### src/rtl/dmem_mmio_responder.sv
// Data-memory responder: word RAM in the low address half, plus an MMIO block
// in the upper half (cycle counter, GPO register, 4-entry transmit FIFO).
module dmem_mmio_responder #(
    parameter int DEPTH_LOG2 = 6,
    parameter int FIFO_DEPTH = 4
) (
    input  logic        clk,
    input  logic        rst,
    input  logic        we,
    input  logic [31:0] addr,
    input  logic [31:0] wd,
    output logic [31:0] rd,
    output logic [31:0] gpo,
    output logic [31:0] tx_data,
    output logic        tx_valid,
    input  logic        tx_ready
);
    localparam int PW = $clog2(FIFO_DEPTH);

    typedef enum logic [1:0] {
        REG_CNT  = 2'd0,
        REG_GPO  = 2'd1,
        REG_TXD  = 2'd2,
        REG_STAT = 2'd3
    } mmio_reg_e;

    logic [31:0]           ram_q  [2**DEPTH_LOG2];
    logic [31:0]           fifo_q [FIFO_DEPTH];
    logic [31:0]           cnt_q, cnt_d;
    logic [31:0]           gpo_q, gpo_d;
    logic [PW-1:0]         rptr_q, rptr_d;
    logic [PW-1:0]         wptr_q, wptr_d;
    logic [2:0]            count_q, count_d;
    logic                  ovf_q, ovf_d;
    logic [DEPTH_LOG2-1:0] ram_idx;
    mmio_reg_e             sel;
    logic                  is_mmio, full, empty, pop, push_req, push, drop;
    logic                  unused_addr;

    assign ram_idx     = addr[DEPTH_LOG2+1:2];
    assign sel         = mmio_reg_e'(addr[3:2]);
    assign is_mmio     = addr[11];
    assign unused_addr = ^{addr[31:12], addr[10:DEPTH_LOG2+2], addr[1:0]};

    always_comb begin
        empty    = (count_q == 3'd0);
        full     = (count_q == 3'(FIFO_DEPTH));
        pop      = !empty && tx_ready;
        push_req = we && is_mmio && (sel == REG_TXD);
        // Fullness is judged after this cycle's pop, so push+pop on a full FIFO both succeed.
        push     = push_req && (!full || pop);
        drop     = push_req && full && !pop;

        cnt_d  = (we && is_mmio && sel == REG_CNT) ? wd : cnt_q + 32'd1;
        gpo_d  = (we && is_mmio && sel == REG_GPO) ? wd : gpo_q;
        rptr_d = pop  ? rptr_q + PW'(1) : rptr_q;
        wptr_d = push ? wptr_q + PW'(1) : wptr_q;
        count_d = count_q + 3'(push) - 3'(pop);

        ovf_d = ovf_q;
        if (we && is_mmio && sel == REG_STAT && wd[5]) ovf_d = 1'b0;
        if (drop) ovf_d = 1'b1;
    end

    always_ff @(posedge clk) begin
        if (rst) begin
            cnt_q   <= '0;
            gpo_q   <= '0;
            rptr_q  <= '0;
            wptr_q  <= '0;
            count_q <= '0;
            ovf_q   <= 1'b0;
        end else begin
            cnt_q   <= cnt_d;
            gpo_q   <= gpo_d;
            rptr_q  <= rptr_d;
            wptr_q  <= wptr_d;
            count_q <= count_d;
            ovf_q   <= ovf_d;
        end
    end

    // Storage arrays are not reset; pointer/count reset makes stale FIFO entries unreachable.
    always_ff @(posedge clk) begin
        if (we && !is_mmio) ram_q[ram_idx] <= wd;
        if (push) fifo_q[wptr_q] <= wd;
    end

    always_comb begin
        rd = '0;
        if (!is_mmio) begin
            rd = ram_q[ram_idx];
        end else begin
            unique case (sel)
                REG_CNT:  rd = cnt_q;
                REG_GPO:  rd = gpo_q;
                REG_TXD:  rd = empty ? '0 : fifo_q[rptr_q];
                REG_STAT: rd = {26'd0, ovf_q, empty, full, count_q};
                default:  rd = '0;
            endcase
        end
    end

    assign gpo      = gpo_q;
    assign tx_valid = !empty;
    assign tx_data  = empty ? '0 : fifo_q[rptr_q];
endmodule

### config.mk
export PLATFORM = sky130hd
export DESIGN_NAME = dmem_mmio_responder
export DESIGN_NICKNAME = d
export VERILOG_FILES = /design/src/rtl/dmem_mmio_responder.sv
export SDC_FILE = /design/constraint.sdc
export NUM_CORES = 2
export LEC_CHECK = 0
export CAP_MARGIN = 20
export CORE_AREA = 2 2 765 386
export DETAILED_ROUTE_END_ITERATION = 8
export DIE_AREA = 0 0 767 388
export DONT_BUFFER_PORTS = 1
export PLACE_DENSITY = 0.44
export SLEW_MARGIN = 30
export SYNTH_ARGS = -nofsm -noshare
export SYNTH_HDL_FRONTEND = slang
export SYNTH_SLANG_ARGS = --single-unit
export TNS_END_PERCENT = 1
### constraint.sdc
create_clock -name clk -period 4 [get_ports clk]
set_input_delay 0.4 -clock clk [delete_from_list [all_inputs] [get_ports clk]]
set_output_delay 0.4 -clock clk [all_outputs]
set_load 0.02 [all_outputs]
-- After elaboration in Yosys (flattened, before gate mapping)
Memory sizes are Yosys's and may differ from the RTL's. A register that Yosys moved wholly into a read port is not among the register bits.
Cells that the tools add are included.
- add/subtract/negate cells: 5
- multiplexer cells: 12
- reduce and logical (&&, ||, !) cells: 19
- equal/unequal tests: 4
- operator list (cell ; number):
    $pmux W32 S4 ; 1
    $mux W32 ; 3
    $add A32 B1 Y32 const B ; 1
    $logic_and A1 B1 Y1 ; 11
    $mux W1 ; 6
    $add A2 B1 Y2 const B ; 2
    $eq A2 B2 Y1 const B ; 2
    $logic_not A1 Y1 ; 4
    $mux W2 ; 2
    $add A3 B1 Y3 ; 1
    $eq A3 B3 Y1 const B ; 1
    $logic_not A3 Y1 ; 1
    $sub A3 B1 Y3 ; 1
    $eq A2 B1 Y1 const B ; 1
    $logic_not A2 Y1 ; 1
    $reduce_bool A2 Y1 ; 1
    $logic_or A1 B1 Y1 ; 1
- flip-flop bits (word level): 72
- input bits: 68
- memories kept: 2
- memory bits (writable): 2176
- output and inout bits: 97
- word-level logic and storage cells: 48
- memories (name ; words ; width ; rd ports ; clocked after memory_dff ; wr ports ; RTL line ; RTL):
    ram_q ; 64 ; 32 ; 1 ; 0 ; 1 ; 27 ; logic [31:0] ram_q [2**DEPTH_LOG2];
    fifo_q ; 4 ; 32 ; 1 ; 1 ; 1 ; 28 ; logic [31:0] fifo_q [FIFO_DEPTH];

-- Logic depth before layout (Yosys ltp)
- word-level depth: 7
- mapped depth: 16
- depth with buffers taken out: 12

-- Worst setup path before layout
OpenSTA, ideal clock, no wires.
- path type: input port to flip-flop
- start point: input addr[3]
- end point: memory ram_q[11][0], enable pin
- library setup time: 421 ps
- path slack: 444 ps
- path buffers: 5
- required time: 3579 ps
- stages on the path: 7
- arrival: 3135 ps
- cells stage by stage: buf_2 -> buf_2 -> buf_2 -> buf_2 -> clkbuf_1 -> nand3_1 -> nor2_1
- RTL lines (item ; RTL line ; RTL):
    start: declaration ; 10 ; input logic [31:0] addr,
    end: declaration ; 27 ;
Straight into the memory's write port.

-- Worst setup path after layout
- start point: input addr[2]
- end point: output rd[14]
- word-level cells in the longest chain between the ends: 3
- elaborated cells on any way between the ends: 7
- classes of those cells: eq/ne: 3; mux: 2; reduce/logical: 1; memory: 1
- ends and longest elaborated chain (item ; RTL line ; RTL):
    branches (longest 2 deep; another with $mem_v2 Z64 W32) ; -- ;
    $mux W32 * ; 91 ; if (!is_mmio) begin
    end: declaration ; 12 ; output logic [31:0] rd,
Every way passes the cells marked *.

==> out/results.txt <==
Die Area: 298000 µm²
R2r startpoint: count_q[1]
Syn Area/Cell: 21.2 µm²
Critical Path RT: 3.60 ns
Die Y: 388 µm
Antenna violations before repair: 29
Unique masters post-synth: 67
Share of cells above drive strength 1: 27.5%
Global-route wire length before repair: 407000 µm
TritonCTS Buffers: 224
Tmin final: 4.01 ns
TNS Setup: -0.0198 ns
RSZ-0062 raised after global routing: yes
Arrival time worst endpoint: 3.61 ns
Buf/Inv on CP: 4
Layout overhead on the synthesized area: 18.0%
Seq/Total Area, Yosys: 76.8%
# setup viols final: 2
CP startpoint: addr[2]
Main flop type after synthesis: edfxtp_1
Worst slew pin tran: 1.06 ns
VDD IR-drop max: 0.000317 V
Row count: 140
Worst setup margin: -0.0131 ns
Congestion Overflow GR: 0
Post-synth EDFFs: 2176
Vias post-DR: 46300
Final period util: 100%
WHS: 0.0811 ns
Pre-CTS setup slack: 0.266 ns
Root buffer cell: clkbuf_16
Outcome: complete, but fails checks
Reg-to-Reg End: count_q[2]
Worst Hold Launch: tx_ready
Fillcell total: 27000
FF-to-FF path depth: 11
Vias in the first global route: 45300
Largest net degree at the start of global routing: 569
Crit path cell chain: buf_16 -> buf_16 -> buf_16 -> mux4_2 -> mux2i_1 -> o21ai_0 -> o31ai_2 -> a21oi_1 -> buf_4
CTS tree: done
PwrDens: 494 nW/µm²
Max Cap Viol: 0
Failing checks: setup timing
Nets: 4551
Non-Filler Instances: 8552
Yosys warns: 0
Top cells by area, synth: edfxtp_1 (75%), mux4_2 (14%), dfxtp_1 (1.7%)
Clock Latency Late Sink: 0.85 ns
Setup Skew: 0.0342 ns
CP max-delay cell: mux4_2
CTS max path bufs: 4
Avg WL per Cell: 36.4 µm
Slew headroom: 29.2%
Clk slew on worst S/H paths: 0.06 ns
Kind of critical path: primary input to output pin
Critical path launch point type: primary input
Most common cell after layout, fill and taps aside: edfxtp_1
Initial DRC Count: 6573
Synth async-reset ratio: 0%
Dpl cells: 8037
Setup crit end: rd[14]
Static Leak: 31.6 nW
Vias/cell: 5.42
Flop2flop setup slack: 1.36 ns
Critical Path Stages: 9
GPL Wtd Cong: 0.780
All-Layer GR Usage: 20.0%
FMAX: 249 MHz
Area leader, netlist: edfxtp_1
Synth top area share: 75.1%
Critical Path Most Common Cell: buf_16
Most frequent cells in the layout: edfxtp_1 (2176), mux4_2 (538), clkbuf_16 (239)
WL final: 311000 µm
Crit path max fanout: 53
Mapped Cells: 4103
Net count after synthesis: 4179
DRC: 0
Fin. max-slew vios: 0
Crit-path leading delay family: buffers and inverters
DPL Wire Length: 175000 µm
Post-DRT Antenna Nets: 0
Core footprint: 290000 µm²
Finished Cell Area: 103000 µm²
Die width: 767 µm
Synth Register Bits: 2250
Initial DRT Pass Iterations: 5
Post-place instance area: 93600 µm²
Starting Density: 29.9%
Clk sinks: 2250
Crit-path max cell delay: 0.55 ns
Mapped Area: 87000 µm²
Io pins: 165
Port bufs: 0
HP Class: primary input to register
Crit end category: output pin
H-tree depth: 4
Final hold vios: 0
## sequential cells by signal, indices dropped and copies added, names as in the netlist, named ones only
| signal | flops |
|---|---|
| cnt_q | 32 |
| count_q | 3 |
| fifo_q | 128 |
| gpo | 32 |
| ovf_q | 1 |
| ram_q | 2048 |
| rptr_q | 2 |
| wptr_q | 2 |
## synth_stat cells, types with 21 or more instances
master	count
a211oi_1	38
a21oi_1	116
a22o_1	21
a22oi_1	103
a31oi_1	26
and2_1	47
buf_2	67
buf_4	25
buf_6	31
clkbuf_1	93
dfxtp_1	74
edfxtp_1	2176
mux2i_1	111
mux4_2	538
nand2_1	153
nand3_1	30
nor2_1	154
o21ai_0	43
xnor2_1	21
## report_power, final
group          switching (W)  total (W)  leakage, nW  internal, W
sequential          0.000129     0.0261         20.2       0.0260
clock                0.00898     0.0203         3.31       0.0113
combinational        0.00282    0.00433         8.08      0.00150
## cell type report
class,count,area [µm²],share of cell area (%)
Clock inverter,109,857,0.835
Sequential cell,2250,66800,65.1
Tap cell,3905,4890,4.76
Antenna cell,1,2.50,0.00244
Inverter,13,48.8,0.0475
Multi-Input combinational cell,1606,19500,19.0
Clock buffer,288,5920,5.77
Timing Repair Buffer,380,4580,4.46
## logic make-up after synthesis
| group | after synthesis | share of synthesized area [%] |
|---|---|---|
| buffers and inverters | 247 | 1.54 |
| multiplexers | 664 | 15.4 |
| AO/OA/AOI/OAI | 440 | 3.37 |
| AND/OR/NAND/NOR | 461 | 2.41 |
| adder cells (fa/ha/maj) | 8 | 0.124 |
| XOR/XNOR | 33 | 0.332 |
| flip-flops | 2250 | 76.8 |
## worst min-delay path by stage
stage	endpoint	slack (ns)	depth (start not counted)
after floorplan	cnt_q[0]	0.46	1
after global placement	count_q[1]	0.48	1
after detailed placement	count_q[1]	0.48	1
after CTS	ovf_q	0.02	3
after global routing	ovf_q	0.08	5
final	ovf_q	0.08	5
## worst min-delay path: stages
cell     delay [ns]
nor4b_1        0.04
a41oi_1        0.21
nor2_1         0.06
a21oi_1        0.11
nor2_1         0.05
## layer usage
| layer | global-route usage [%] | part of all wire, % |
|---|---|---|
| met1 | 29.4 | 44 |
| met3 | 3.92 | 9.1 |
| met5 | 0 | 0.013 |
| met4 | 4.19 | 2.3 |
| met2 | 30.8 | 45 |
## what timing repair did
item / 4_1_cts / 5_1_grt
endpoints found under the setup margin: 14 / 32
gates cloned: 0 / 13
pin swaps: 0 / 1
resized for setup: 8 / 21
setup buffers: 0 / 7
hold buffers: 87 / 0
endpoints found under the hold margin: 2250 / 0
## metrics by stage
stage	power [W]	util (%)
floorplan	0.0287	-
global placement	0.0299	32.2
detailed placement	0.0299	32.2
CTS	0.0506	35.1
global route	0.0521	35.3
finish	0.0507	35.3
No activity file was read; power rests on OpenSTA's default activity.
